--- src/rtl/load_store_unit.sv ---
// Multi-cycle LOAD/STORE engine: one core request becomes one data-memory bus transaction.
// Optional bus-wait abort is enabled by defining LSU_TIMEOUT_EN.
module load_store_unit #(
    parameter int unsigned TIMEOUT_CYCLES = 255
) (
    input  logic        clk,
    input  logic        rst_n,
    input  logic        start,
    input  logic [3:0]  opcode,
    input  logic [16:0] rs1_data,
    input  logic [16:0] rd_data,
    input  logic [3:0]  imm4,
    output logic        busy,
    output logic        done,
    output logic [16:0] result,
    output logic        result_we,
    output logic        mem_req,
    output logic        mem_we,
    output logic [15:0] mem_addr,
    output logic [15:0] mem_wdata,
    input  logic        mem_ready,
    input  logic        mem_rvalid,
    input  logic [15:0] mem_rdata
);

    typedef enum logic [1:0] {
        IDLE,
        REQ,
        WAIT_R,
        DONE
    } state_t;

    localparam logic [3:0] OP_LOAD  = 4'hC;
    localparam logic [3:0] OP_STORE = 4'hD;

    state_t      state;
    state_t      state_nxt;
    logic [15:0] addr_q;
    logic [15:0] wdata_q;
    logic        we_q;
    logic [16:0] result_q;
    logic        accept;
    logic        timeout_hit;

    assign accept = start && ((opcode == OP_LOAD) || (opcode == OP_STORE));

    // Only the low 16 bits of the register operands carry address/data.
    logic unused_flags;
    assign unused_flags = &{1'b0, rs1_data[16], rd_data[16]};

`ifdef LSU_TIMEOUT_EN
    localparam logic [15:0] TIMEOUT_LAST = 16'(TIMEOUT_CYCLES - 1);

    logic [15:0] wait_cnt;

    // Counter holds the number of wait cycles already spent, so the limit
    // is reached during the TIMEOUT_CYCLES-th cycle of REQ or WAIT_R.
    assign timeout_hit = (wait_cnt == TIMEOUT_LAST);

    always_ff @(posedge clk or negedge rst_n) begin
        if (!rst_n) begin
            wait_cnt <= '0;
        end else begin
            case (state)
                IDLE:    if (accept) wait_cnt <= '0;
                REQ:     wait_cnt <= mem_ready ? '0 : wait_cnt + 16'd1;
                WAIT_R:  wait_cnt <= wait_cnt + 16'd1;
                default: wait_cnt <= wait_cnt;
            endcase
        end
    end
`else
    logic unused_cfg;
    assign unused_cfg  = &{1'b0, TIMEOUT_CYCLES[0]};
    assign timeout_hit = 1'b0;
`endif

    always_ff @(posedge clk or negedge rst_n) begin
        if (!rst_n) begin
            state <= IDLE;
        end else begin
            state <= state_nxt;
        end
    end

    always_comb begin
        state_nxt = state;
        case (state)
            IDLE: begin
                if (accept) state_nxt = REQ;
            end
            REQ: begin
                if (mem_ready)        state_nxt = we_q ? DONE : WAIT_R;
                else if (timeout_hit) state_nxt = DONE;
            end
            WAIT_R: begin
                if (mem_rvalid)       state_nxt = DONE;
                else if (timeout_hit) state_nxt = DONE;
            end
            DONE: begin
                state_nxt = IDLE;
            end
            default: begin
                state_nxt = IDLE;
            end
        endcase
    end

    always_ff @(posedge clk or negedge rst_n) begin
        if (!rst_n) begin
            addr_q   <= '0;
            wdata_q  <= '0;
            we_q     <= 1'b0;
            result_q <= '0;
        end else begin
            case (state)
                IDLE: begin
                    if (accept) begin
                        addr_q  <= rs1_data[15:0] + {12'b0, imm4};
                        wdata_q <= rd_data[15:0];
                        we_q    <= (opcode == OP_STORE);
                    end
                end
                REQ: begin
                    // An aborted LOAD returns the bus-error flag with zero data.
                    if (!mem_ready && timeout_hit && !we_q) result_q <= 17'h10000;
                end
                WAIT_R: begin
                    if (mem_rvalid)       result_q <= {1'b0, mem_rdata};
                    else if (timeout_hit) result_q <= 17'h10000;
                end
                default: begin
                    result_q <= result_q;
                end
            endcase
        end
    end

    assign busy      = (state != IDLE);
    assign done      = (state == DONE);
    assign result_we = (state == DONE) && !we_q;
    assign mem_req   = (state == REQ);
    assign mem_we    = (state == REQ) && we_q;
    assign mem_addr  = addr_q;
    assign mem_wdata = wdata_q;
    assign result    = result_q;

endmodule

--- config.mk ---
export PLATFORM = sky130hd
export DESIGN_NAME = load_store_unit
export DESIGN_NICKNAME = d
export VERILOG_FILES = /design/src/rtl/load_store_unit.sv
export SDC_FILE = /design/constraint.sdc
export NUM_CORES = 1
export LEC_CHECK = 0
export ABC_AREA = 1
export BUFFER_PORTS_ARGS = -buffer_cell sky130_fd_sc_hd__buf_2
export CORE_UTILIZATION = 52
export CTS_BUF_LIST = sky130_fd_sc_hd__clkbuf_4 sky130_fd_sc_hd__clkbuf_8
export DETAILED_ROUTE_END_ITERATION = 16
export PLACE_DENSITY = 0.87
export SYNTH_ARGS = -nofsm -noshare
export SYNTH_HDL_FRONTEND = slang
export SYNTH_SLANG_ARGS = --single-unit
--- constraint.sdc ---
create_clock -name clk -period 3.8 [get_ports clk]
set_input_delay 0.95 -clock clk [delete_from_list [all_inputs] [get_ports clk]]
set_output_delay 0.95 -clock clk [all_outputs]
set_load 0.02 [all_outputs]
==> run summary <==
=================================================================================
Hold violation count in the final report ...........................            0
H-tree levels ......................................................            2
CTS Sinks ..........................................................           51
Hold WC Path Type .................................................. flip-flop to flip-flop
Final-report max-slew violation count ..............................            0
Slowest stage cell, crit path ......................................      dfrtp_1
Leakage dissipation ................................................      1.86 nW
Sum of overflow across all layers after global routing .............            0
PwrDens ............................................................   724 nW/µm²
Dominant cell type by area after synthesis .........................      dfrtp_1
Via count of the first global-routing pass .........................        2,101
Total Negative Setup Slacks ........................................         0 ns
Routability-driven placement congestion ratio ......................        0.864
CTS Buf Count ......................................................            5
ANT cells ..........................................................            0
Boundary pin count .................................................          117
Maximum fanout along the worst path ................................            4
Clock period minus final worst setup slack .........................      2.31 ns
Number of endpoints failing setup at the final stage ...............            0
Starting DRC count in detailed routing .............................           89
Actual transition at the worst max-transition pin ..................     0.838 ns
Count of vias placed by the detailed router ........................        2,275
Most Frequent Cell on Critical Path ................................        inv_1
Proportion of netlist area held by the largest area contributor ....        49.8%
Effective utilization at floorplan .................................        54.3%
IR Drop Worst-Case VDD .............................................     0.341 mV
Final Cycle Share ..................................................        60.8%
Pin count of the biggest net entering global routing ...............           40
Maximum cell stage delay along the critical path ...................      0.42 ns
Antenna violations before repair ...................................            0
Unique cell type count in the Yosys netlist ........................           29
Floorplan die width ................................................      72.2 µm
Resize count post-CTS ..............................................            0
Data required, critical path .......................................      2.85 ns
Dominant synthesized flop cell .....................................      dfrtp_1
Hold buffers post-CTS ..............................................            0
Kind of end point of the critical path .............................   output pin
Post-CTS repair timing setup buffer count ..........................            0
Leading cell types by total area after synthesis ................... dfrtp_1 50%, nand2_1 17%, mux2_2 7.0%, ha_1 4.4%, nand3_1 3.7%
Critical Setup Path Class .......................................... flip-flop to output pin
Global router's overall resource usage .............................        21.6%
Maximum Capacitance Violations .....................................            0
Synthesized area divided by synthesized cell count .................     8.94 µm²
Via count normalized by instance count .............................         4.85
Arrival time of the worst setup path ...............................      1.36 ns
Total Die Area .....................................................     5220 µm²
Routed Wire Length .................................................      5.27 mm
Remaining antenna violation count after routing ....................            0
Core area ..........................................................     4720 µm²
Die Span Y .........................................................      72.2 µm
Final clock skew ...................................................   0.00721 ns
Max Fclk ...........................................................      433 MHz
Net Count, Synth ...................................................          360
Residual DRC .......................................................            0
Std cell rows ......................................................           25
Post-synthesis async set-or-reset flop share .......................         100%
Global-route wire length before repair .............................      8.88 mm
Most instantiated library cell after synthesis .....................      nand2_1
Worst-skew pair later-pin latency ..................................      0.30 ns
Area growth syn-to-layout ..........................................        27.5%
Total Nets Final ...................................................          474
1st-pass router iterations .........................................            5
Wirelength per Cell ................................................      11.2 µm
Critical path cell sequence ........................................ inv_1, ha_1, nand2_1, inv_1, buf_2
Remaining max-slew budget at the tightest pin ......................        44.1%
Number of enable-type register cells in the synthesized netlist ....            0
Status ............................................................. finished clean
Type of origin of the critical path ................................    flip-flop
TritonCTS clock tree ...............................................          yes
Warnings, synthesis ................................................            0
Cell at the root of the clock tree .................................     clkbuf_8
Maximum buffer depth of the clock tree .............................            2
Netlist Area Pre-Place .............................................     2560 µm²
Ratio of cells with drive above 1 in the final layout ..............        39.6%
Post-synthesis sequential element count ............................           51
Most used standard cells in the synthesized netlist ................ 113 x nand2_1, 51 x dfrtp_1, 19 x inv_1, 19 x nand3_1, 16 x mux2_2
Register clock-pin slew on the reported worst setup and hold paths .      0.08 ns
Share of synthesized area occupied by flip-flops and latches .......        49.8%
RSZ-0062 raised after global routing ...............................           no
Core utilization of the finished layout ............................        69.2%
HPWL after detailed placement ......................................      4.02 mm
Gate count of the mapped netlist ...................................          287
IO Port Bufs .......................................................          113
=================================================================================
-- registers in the layout, summed over array words and instances, names as in the netlist --
signal and count:
mem_addr 16, mem_wdata 16, we_q 1, state 2, result 16
-- final cells by class --
class | count | area [µm²]
Clock buffer | 7 | 96.3
Sequential cell | 51 | 1280
Fill cell | 379 | 1450
Multi-Input combinational cell | 206 | 1140
Tap cell | 67 | 83.8
Inverter | 22 | 82.6
Clock inverter | 1 | 7.51
Timing Repair Buffer | 115 | 581
-- power by group --
group          internal, mW  switching, mW  leakage (nW)
registers             0.806          0.130         0.640
clock network         0.166          0.170        0.0505
logic                 0.411          0.684          1.17
-- stage by stage --
step	std cells	cell area (µm²)	power, mW	setup slack [ns]	hold slack, ns
after global routing	469	3270	2.54	1.39	0.501
final	469	3270	2.37	1.49	0.470
after floorplan	287	2560	1.67	1.62	0.464
after CTS	469	3270	2.39	1.46	0.475
after detailed placement	461	3170	2.06	1.39	0.454
after global placement	461	3170	2.02	1.41	0.448
-- final timing paths --
path | depth (start not counted) | startpoint | slack (ns) | to
min in group asynchronous | 1 | rst_n | 0.75 | result[11]
setup reg to reg | 8 | state[1] | 1.88 | mem_addr[4]
max in group asynchronous | 2 | rst_n | 2.35 | mem_addr[15]
hold / removal | 2 | mem_wdata[2] | 0.47 | mem_wdata[2]
hold reg to reg | 2 | mem_wdata[2] | 0.47 | mem_wdata[2]
setup / recovery | 5 | state[1] | 1.49 | mem_we
-- critical path, delay by kind of cell (launching register included) --
kind          cells  cell delay [ns]
buf+inv           3             0.35
simple gates      1             0.07
fa+ha+maj         1             0.23
flops             1             0.42
-- cell families (layout without fill, tap and decap cells) --
family / count (synthesis) / count (layout) / share of synthesized area, %
compound gates: 12 / 12 / 2.49
other cells: 1 / 1 / 0.146
xor+xnor: 4 / 4 / 1.37
fa+ha+maj: 10 / 10 / 5.17
flops: 51 / 51 / 49.8
mux: 16 / 16 / 7.02
buf+inv: 30 / 145 / 5.71
simple gates: 163 / 163 / 28.3
-- routing by layer --
metal | vias to the layer above | share of wire [%] | global-route usage, %
li1 | 1136 | - | -
met3 | 4 | 7.4 | 5.42
met2 | 100 | 50 | 38.0
met5 | - | 0 | 0
met4 | 0 | 0.76 | 6.97
met1 | 1035 | 42 | 26.0
-- cell usage in the layout (no fill, tap or decap), types with 2 or more instances in the layout --
master,instances
nor2_4,2
nand2_2,7
a21oi_1,3
inv_1,19
nor2_2,3
ha_1,9
clkbuf_8,7
buf_2,113
inv_2,3
nand2_4,2
nand2_1,113
o21ai_1,3
dfrtp_1,51
nor2_1,9
o21ai_0,4
buf_4,2
xnor2_1,3
nand3b_1,3
mux2_2,16
nand3_1,19
nand3_2,2
Note: power is estimated with default switching activity, not from simulation.
